==> src/rtl/wishbone_uart_fifo_slave.sv <==
// wishbone_uart_fifo_slave: Wishbone classic UART with TX/RX FIFOs, programmable baud divisor and sticky errors.
// Optional internal loopback (CTRL b2) is built when UART_LOOPBACK_EN is defined.
module wishbone_uart_fifo_slave #(
    parameter int CLK_FRE   = 27,
    parameter int BAUD_RATE = 115200,
    parameter int TX_DEPTH  = 16,
    parameter int RX_DEPTH  = 16
) (
    input  logic        clk_i,
    input  logic        rst_i,
    input  logic [31:0] addr_i,
    input  logic        we_i,
    input  logic [31:0] data_i,
    input  logic        cyc_i,
    input  logic        stb_i,
    output logic [31:0] data_o,
    output logic        ack_o,
    input  logic        uart_rx_i,
    output logic        uart_tx_o,
    output logic        irq_o
);
    localparam int TAW = $clog2(TX_DEPTH);
    localparam int RAW = $clog2(RX_DEPTH);
    localparam logic [15:0] DIV_RST = 16'(CLK_FRE * 1000000 / BAUD_RATE);

    typedef enum logic [1:0] {IDLE, START, DATA, STOP} state_t;

    logic        req, wr, rd;
    logic [1:0]  a;
    logic [31:0] rdata, status;
    logic        tx_en, rx_en;
    logic [15:0] baud_div;
    logic        rx_ovr, frm_err, tx_ovf;
    logic        st_wr;

    logic [7:0]     tx_mem [TX_DEPTH];
    logic [TAW-1:0] tx_wp, tx_rp;
    logic [TAW:0]   tx_cnt;
    logic           tx_full, tx_empty, tx_wr, tx_push, tx_pop, tx_ovf_set;
    logic [7:0]     tx_lvl;

    logic [7:0]     rx_mem [RX_DEPTH];
    logic [RAW-1:0] rx_wp, rx_rp;
    logic [RAW:0]   rx_cnt;
    logic           rx_full, rx_empty, rx_push, rx_pop, ovr_set, ferr_set;
    logic [7:0]     rx_lvl;

    state_t      tx_st, tx_st_n;
    logic [15:0] tx_bc, tx_bc_n, tx_div, tx_div_n;
    logic [2:0]  tx_bit, tx_bit_n;
    logic [7:0]  tx_sh, tx_sh_n;
    logic        tx_line, tx_q, tx_end, tx_go;

    state_t      rx_st, rx_st_n;
    logic [15:0] rx_bc, rx_bc_n, rx_div, rx_div_n;
    logic [2:0]  rx_bit, rx_bit_n;
    logic [7:0]  rx_sh, rx_sh_n;
    logic        rx_s1, rx_s2, rx_prev, rx_in, rx_end, rx_half;

    logic unused;
    assign unused = &{1'b0, addr_i[31:4], addr_i[1:0], data_i[31:16]};

`ifdef UART_LOOPBACK_EN
    logic lpbk;
    assign rx_in     = lpbk ? tx_q : rx_s2;
    assign uart_tx_o = lpbk | tx_q;
`else
    localparam logic lpbk = 1'b0;
    assign rx_in     = rx_s2;
    assign uart_tx_o = tx_q;
`endif

    assign req   = cyc_i & stb_i & ~ack_o;
    assign a     = addr_i[3:2];
    assign wr    = req & we_i;
    assign rd    = req & ~we_i;
    assign st_wr = wr && a == 2'd1;

    assign tx_full    = tx_cnt == (TAW+1)'(TX_DEPTH);
    assign tx_empty   = tx_cnt == '0;
    assign tx_wr      = wr && a == 2'd0;
    // A pop in the same cycle frees a slot, so a full FIFO still accepts the byte
    assign tx_push    = tx_wr && (!tx_full || tx_pop);
    assign tx_ovf_set = tx_wr && tx_full && !tx_pop;
    assign tx_lvl     = 32'(tx_cnt) > 32'd255 ? 8'hff : 8'(tx_cnt);

    assign rx_full  = rx_cnt == (RAW+1)'(RX_DEPTH);
    assign rx_empty = rx_cnt == '0;
    assign rx_pop   = rd && a == 2'd0 && !rx_empty;
    assign rx_lvl   = 32'(rx_cnt) > 32'd255 ? 8'hff : 8'(rx_cnt);

    assign status = {8'h0, rx_lvl, tx_lvl, 1'b0, tx_ovf, frm_err, rx_ovr,
                     rx_full, !rx_empty, tx_empty, tx_full};

    always_comb
        rdata = a == 2'd0 ? {24'h0, rx_empty ? 8'h0 : rx_mem[rx_rp]} :
                a == 2'd1 ? status :
                a == 2'd2 ? {29'h0, lpbk, rx_en, tx_en} : {16'h0, baud_div};

    assign tx_end = tx_bc == tx_div - 16'd1;
    assign tx_go  = tx_en && !tx_empty;

    always_comb begin
        tx_st_n  = tx_st;
        tx_bc_n  = tx_bc + 16'd1;
        tx_bit_n = tx_bit;
        tx_sh_n  = tx_sh;
        tx_div_n = tx_div;
        tx_pop   = 1'b0;
        tx_line  = 1'b1;
        case (tx_st)
            IDLE: begin
                tx_bc_n = '0;
                if (tx_go) begin
                    tx_pop   = 1'b1;
                    tx_sh_n  = tx_mem[tx_rp];
                    tx_div_n = baud_div;
                    tx_st_n  = START;
                end
            end
            START: begin
                tx_line = 1'b0;
                if (tx_end) begin
                    tx_bc_n  = '0;
                    tx_bit_n = '0;
                    tx_st_n  = DATA;
                end
            end
            DATA: begin
                tx_line = tx_sh[0];
                if (tx_end) begin
                    tx_bc_n  = '0;
                    tx_sh_n  = tx_sh >> 1;
                    tx_bit_n = tx_bit + 3'd1;
                    tx_st_n  = tx_bit == 3'd7 ? STOP : DATA;
                end
            end
            STOP: begin
                if (tx_end) begin
                    tx_bc_n = '0;
                    tx_st_n = IDLE;
                    // Chain straight into the next frame with no idle gap
                    if (tx_go) begin
                        tx_pop   = 1'b1;
                        tx_sh_n  = tx_mem[tx_rp];
                        tx_div_n = baud_div;
                        tx_st_n  = START;
                    end
                end
            end
        endcase
    end

    assign rx_end  = rx_bc == rx_div - 16'd1;
    assign rx_half = rx_bc == (rx_div >> 1) - 16'd1;

    always_comb begin
        rx_st_n  = rx_st;
        rx_bc_n  = rx_bc + 16'd1;
        rx_bit_n = rx_bit;
        rx_sh_n  = rx_sh;
        rx_div_n = rx_div;
        rx_push  = 1'b0;
        ovr_set  = 1'b0;
        ferr_set = 1'b0;
        case (rx_st)
            IDLE: begin
                rx_bc_n = '0;
                if (rx_en && rx_prev && !rx_in) begin
                    rx_div_n = baud_div;
                    rx_st_n  = START;
                end
            end
            START: begin
                if (rx_half) begin
                    rx_bc_n  = '0;
                    rx_bit_n = '0;
                    rx_st_n  = rx_in ? IDLE : DATA;
                end
            end
            DATA: begin
                if (rx_end) begin
                    rx_bc_n  = '0;
                    rx_sh_n  = {rx_in, rx_sh[7:1]};
                    rx_bit_n = rx_bit + 3'd1;
                    rx_st_n  = rx_bit == 3'd7 ? STOP : DATA;
                end
            end
            STOP: begin
                if (rx_end) begin
                    rx_st_n  = IDLE;
                    ferr_set = !rx_in;
                    ovr_set  = rx_in && rx_full && !rx_pop;
                    rx_push  = rx_in && (!rx_full || rx_pop);
                end
            end
        endcase
    end

    always_ff @(posedge clk_i) begin
        if (tx_push) tx_mem[tx_wp] <= data_i[7:0];
        if (rx_push) rx_mem[rx_wp] <= rx_sh;
    end

    always_ff @(posedge clk_i or posedge rst_i) begin
        if (rst_i) begin
            ack_o    <= 1'b0;
            data_o   <= '0;
            irq_o    <= 1'b0;
            tx_en    <= 1'b1;
            rx_en    <= 1'b1;
`ifdef UART_LOOPBACK_EN
            lpbk     <= 1'b0;
`endif
            baud_div <= DIV_RST;
            rx_ovr   <= 1'b0;
            frm_err  <= 1'b0;
            tx_ovf   <= 1'b0;
            tx_wp    <= '0;
            tx_rp    <= '0;
            tx_cnt   <= '0;
            rx_wp    <= '0;
            rx_rp    <= '0;
            rx_cnt   <= '0;
            tx_st    <= IDLE;
            tx_bc    <= '0;
            tx_bit   <= '0;
            tx_sh    <= '0;
            tx_div   <= DIV_RST;
            tx_q     <= 1'b1;
            rx_st    <= IDLE;
            rx_bc    <= '0;
            rx_bit   <= '0;
            rx_sh    <= '0;
            rx_div   <= DIV_RST;
            rx_s1    <= 1'b1;
            rx_s2    <= 1'b1;
            rx_prev  <= 1'b1;
        end else begin
            ack_o  <= req;
            data_o <= rd ? rdata : '0;
            if (wr && a == 2'd2) begin
                tx_en <= data_i[0];
                rx_en <= data_i[1];
`ifdef UART_LOOPBACK_EN
                lpbk  <= data_i[2];
`endif
            end
            if (wr && a == 2'd3) baud_div <= data_i[15:0] < 16'd16 ? 16'd16 : data_i[15:0];
            rx_ovr  <= (rx_ovr  & ~(st_wr & data_i[4])) | ovr_set;
            frm_err <= (frm_err & ~(st_wr & data_i[5])) | ferr_set;
            tx_ovf  <= (tx_ovf  & ~(st_wr & data_i[6])) | tx_ovf_set;
            irq_o   <= !rx_empty | rx_ovr | frm_err | tx_ovf;
            if (tx_push) tx_wp <= tx_wp + 1'b1;
            if (tx_pop)  tx_rp <= tx_rp + 1'b1;
            tx_cnt <= tx_cnt + (TAW+1)'(tx_push) - (TAW+1)'(tx_pop);
            if (rx_push) rx_wp <= rx_wp + 1'b1;
            if (rx_pop)  rx_rp <= rx_rp + 1'b1;
            rx_cnt <= rx_cnt + (RAW+1)'(rx_push) - (RAW+1)'(rx_pop);
            tx_st   <= tx_st_n;
            tx_bc   <= tx_bc_n;
            tx_bit  <= tx_bit_n;
            tx_sh   <= tx_sh_n;
            tx_div  <= tx_div_n;
            tx_q    <= tx_line;
            rx_st   <= rx_st_n;
            rx_bc   <= rx_bc_n;
            rx_bit  <= rx_bit_n;
            rx_sh   <= rx_sh_n;
            rx_div  <= rx_div_n;
            rx_s1   <= uart_rx_i;
            rx_s2   <= rx_s1;
            rx_prev <= rx_in;
        end
    end
endmodule
==> config.mk <==
export PLATFORM = sky130hd
export DESIGN_NAME = wishbone_uart_fifo_slave
export DESIGN_NICKNAME = d
export VERILOG_FILES = /design/src/rtl/wishbone_uart_fifo_slave.sv
export SDC_FILE = /design/constraint.sdc
export NUM_CORES = 1
export LEC_CHECK = 0
export CORE_UTILIZATION = 55
export DETAILED_ROUTE_END_ITERATION = 10
export GPL_TIMING_DRIVEN = 0
export PLACE_DENSITY = 0.74
export SLEW_MARGIN = 20
export SYNTH_ARGS = -nofsm -noshare
export SYNTH_HDL_FRONTEND = slang
export SYNTH_SLANG_ARGS = --single-unit
==> constraint.sdc <==
create_clock -name clk_i -period 5.98 [get_ports clk_i]
set_input_delay 1.196 -clock clk_i [delete_from_list [all_inputs] [get_ports clk_i]]
set_output_delay 1.196 -clock clk_i [all_outputs]
set_load 0.005 [all_outputs]
==> flow_summary.yaml <==
setup_path:
  critPathRequiredTime_ns: 6.42
  critPathKind: "reg2reg"
  startpoint_type: "flop"
  cp.arrival_ns: 4.92
  cp-end-kind: "flop"
  crit_fanout: 9
synth:
  synthMuxAreaShare_pct: 12.7
  yosysWarnings: 0
  synth-seq-cells: 420
  yosysMostFrequentCell: "edfxtp_1"
  async_flop_share_pct: 39.0
  synth-compound-area-share_pct: 5.09
  syn_area_per_cell_sq_um: 14.1
  syn_area_sq_um: 19200
  synth_xor_area_share_pct: 4.64
  yosys-top-cells-area: "edfxtp_1 (40%), dfrtp_1 (19%), mux4_2 (7.5%), xnor2_1 (2.9%), dfstp_2 (2.9%)"
  ys_top_cells_by_count: "edfxtp_1 (256), dfrtp_1 (143), nor2_1 (98)"
  synth_fa_ha_area_share_pct: 2.68
  syn_inst: 1365
  synth_edf_count: 256
  synth_seq_area_share_pct: 61.4
  synth-simple-area-share_pct: 10.3
  synth_top_area_cell: "edfxtp_1"
  synth_top_area_share_pct: 40.0
  ys_types: 82
  yosys_most_used_dff: "edfxtp_1"
  synth_top_family_by_area: "multiplexers"
global_routing:
  grt_pass1_wl_um: 66000
  antenna_found_initial: 0
  overflow: 0
  grt_max_degree: 101
  grt.total_usage_pct: 24.0
  first_global_vias: 11700
clock_tree:
  hold_buffers: 0
  cts.clk_slew.worst_paths_ns: 0.07
  cts_buffer_depth: 3
  post-cts-setup-buffers: 0
  htree_num_levels: 2
  root_buffer: "clkbuf_16"
  clock_sinks: 420
  cts_tree: "yes"
  insertion_delay_ns: 0.56
  numCtsBuffers: 43
  postCtsResizedCells: 0
detailed_routing:
  drtIter0Drc: 807
  wl_per_cell_um: 21.3
  vias: 11500
  postRouteAntennaNets: 0
  routed_via_density: 5.86
  drt_wl_total_um: 41700
  drc: 0
  first_pass_iters: 5
power_and_ir_drop:
  p_leak_nw: 8.14
  peakVddDrop_mv: 0.258
  power_density_nw_per_um2: 420
placed_design:
  pre_cts_slack_ns: 1.11
  finalWeightedCongestion: 0.859
  port_buffers: 46
  hpwl_um: 28600
final_layout:
  area_growth_syn_to_layout_pct: 12.8
  final_nets: 1577
  diodes: 0
  drive_gt1_share_pct: 16.4
timing:
  timing.fmax_ghz: 0.223
  fin_crit_sh_pct: 75.0
  max_slew_margin_pct: 39.2
  drv_slew: 0
  finalHoldViolations: 0
  skew_ns: 0.0272
  setup_ws_ns: 1.50
  tns_ns: 0
  rsz0062_at_grt: "false"
  min_period_ns: 4.48
  final-setup-viol-count: 0
  tightest_slew_ns: 0.912
outcome:
  status: "finished, final reports clean"
die:
  start_util_pct: 55.8
  dieHeight_um: 189
  die_w_um: 189
  coreArea_sq_um: 34500
  top_level_ports: 105
  fp-row-count: 68
  die-area_sq_um: 35700
flow_run:
  drv_cap: 0
worst_hold_path:
  hp-class: "reg2reg"
critical path, stage by stage, from the launching register on:
cell and delay, ns:
dfrtp_1 0.47, inv_1 0.14, ha_1 0.24, or4b_1 0.44, buf_2 0.20, nor3b_1 0.24, mux2i_1 0.28, nand3_1 0.16
nor3_1 0.26, and4bb_2 0.41, inv_1 0.16, ha_1 0.31, inv_1 0.05, ha_1 0.16, inv_1 0.05, fa_1 0.40
inv_1 0.07, a21oi_1 0.06, nor2_1 0.09, nor2_1 0.06, xnor2_1 0.12
through the flow:
stage | power, W | utilization, % | std cells | instance area (sq um) | hold WS (ns)
after floorplan | 0.00585 | - | 1375 | 19300 | 0.345
after global placement | 0.00650 | 58.9 | 1876 | 20300 | 0.346
after detailed placement | 0.00657 | 59.0 | 1877 | 20300 | 0.350
after CTS | 0.00916 | 63.0 | 1957 | 21700 | 0.366
after global routing | 0.00957 | 63.0 | 1957 | 21700 | 0.372
final | 0.00912 | 63.0 | 1957 | 21700 | 0.364
cells in the final DEF (no fill, tap or decap), types with 44 or more instances in the layout:
cell / n
clkbuf_1: 51
clkbuf_16: 44
clkdlybuf4s50_1: 46
dfrtp_1: 143
edfxtp_1: 256
inv_1: 58
mux4_2: 64
nand2_1: 88
nor2_1: 98
xnor2_1: 64
flip-flops by register name, summed over array words and instances, names as in the netlist, 16 cells and up, named ones only:
signal,cells
baud_div,16
tx_mem,128
rx_div,16
tx_bc,16
tx_div,16
rx_bc,16
data_o,21
rx_mem,128
routing by layer:
layer	vias to the layer above	global-route usage (%)	part of all wire, %
li1	5258	-	-
met1	5854	31.4	42
met2	267	41.6	51
met3	85	3.13	3.6
met4	0	8.10	3.1
met5	-	0	0
cell families (layout without fill, tap and decap cells):
family,count (synthesis),after routing
DFF,420,420
and+or+nand+nor,380,380
muxes,154,154
buffers and inverters,136,263
AOI/OAI and AO/OA,132,132
xor gates and xnor gates,102,102
adders and majority gates,40,40
other,1,11
power breakdown:
part	switching [W]	leakage [nW]	internal [W]	total [W]
Combinational	0.00155	3.19	0.00131	0.00286
Sequential	0.000311	4.29	0.00336	0.00367
Clock	0.00110	0.656	0.00148	0.00258
final timing paths:
path	start	to	slack, ns	cells after the start
max in group asynchronous	rst_i	rx_div[7]	4.00	3
min in group asynchronous	rst_i	tx_bc[10]	1.08	2
max	rx_div[2]	rx_cnt[4]	1.50	20
min reg2reg	rx_s1	rx_in	0.36	0
min	rx_s1	rx_in	0.36	0
max reg2reg	rx_div[2]	rx_cnt[4]	1.50	20
cell type report:
type / instances / area [sq um]
clock inverters: 21 / 168
flip-flops and latches: 420 / 11800
inverters: 59 / 229
well taps: 455 / 569
clock buffers: 59 / 1190
plain buffers: 77 / 377
multi-input cells: 819 / 6860
repair buffers: 47 / 488
fillers: 2518 / 12800
(Power assumes the default switching activity.)
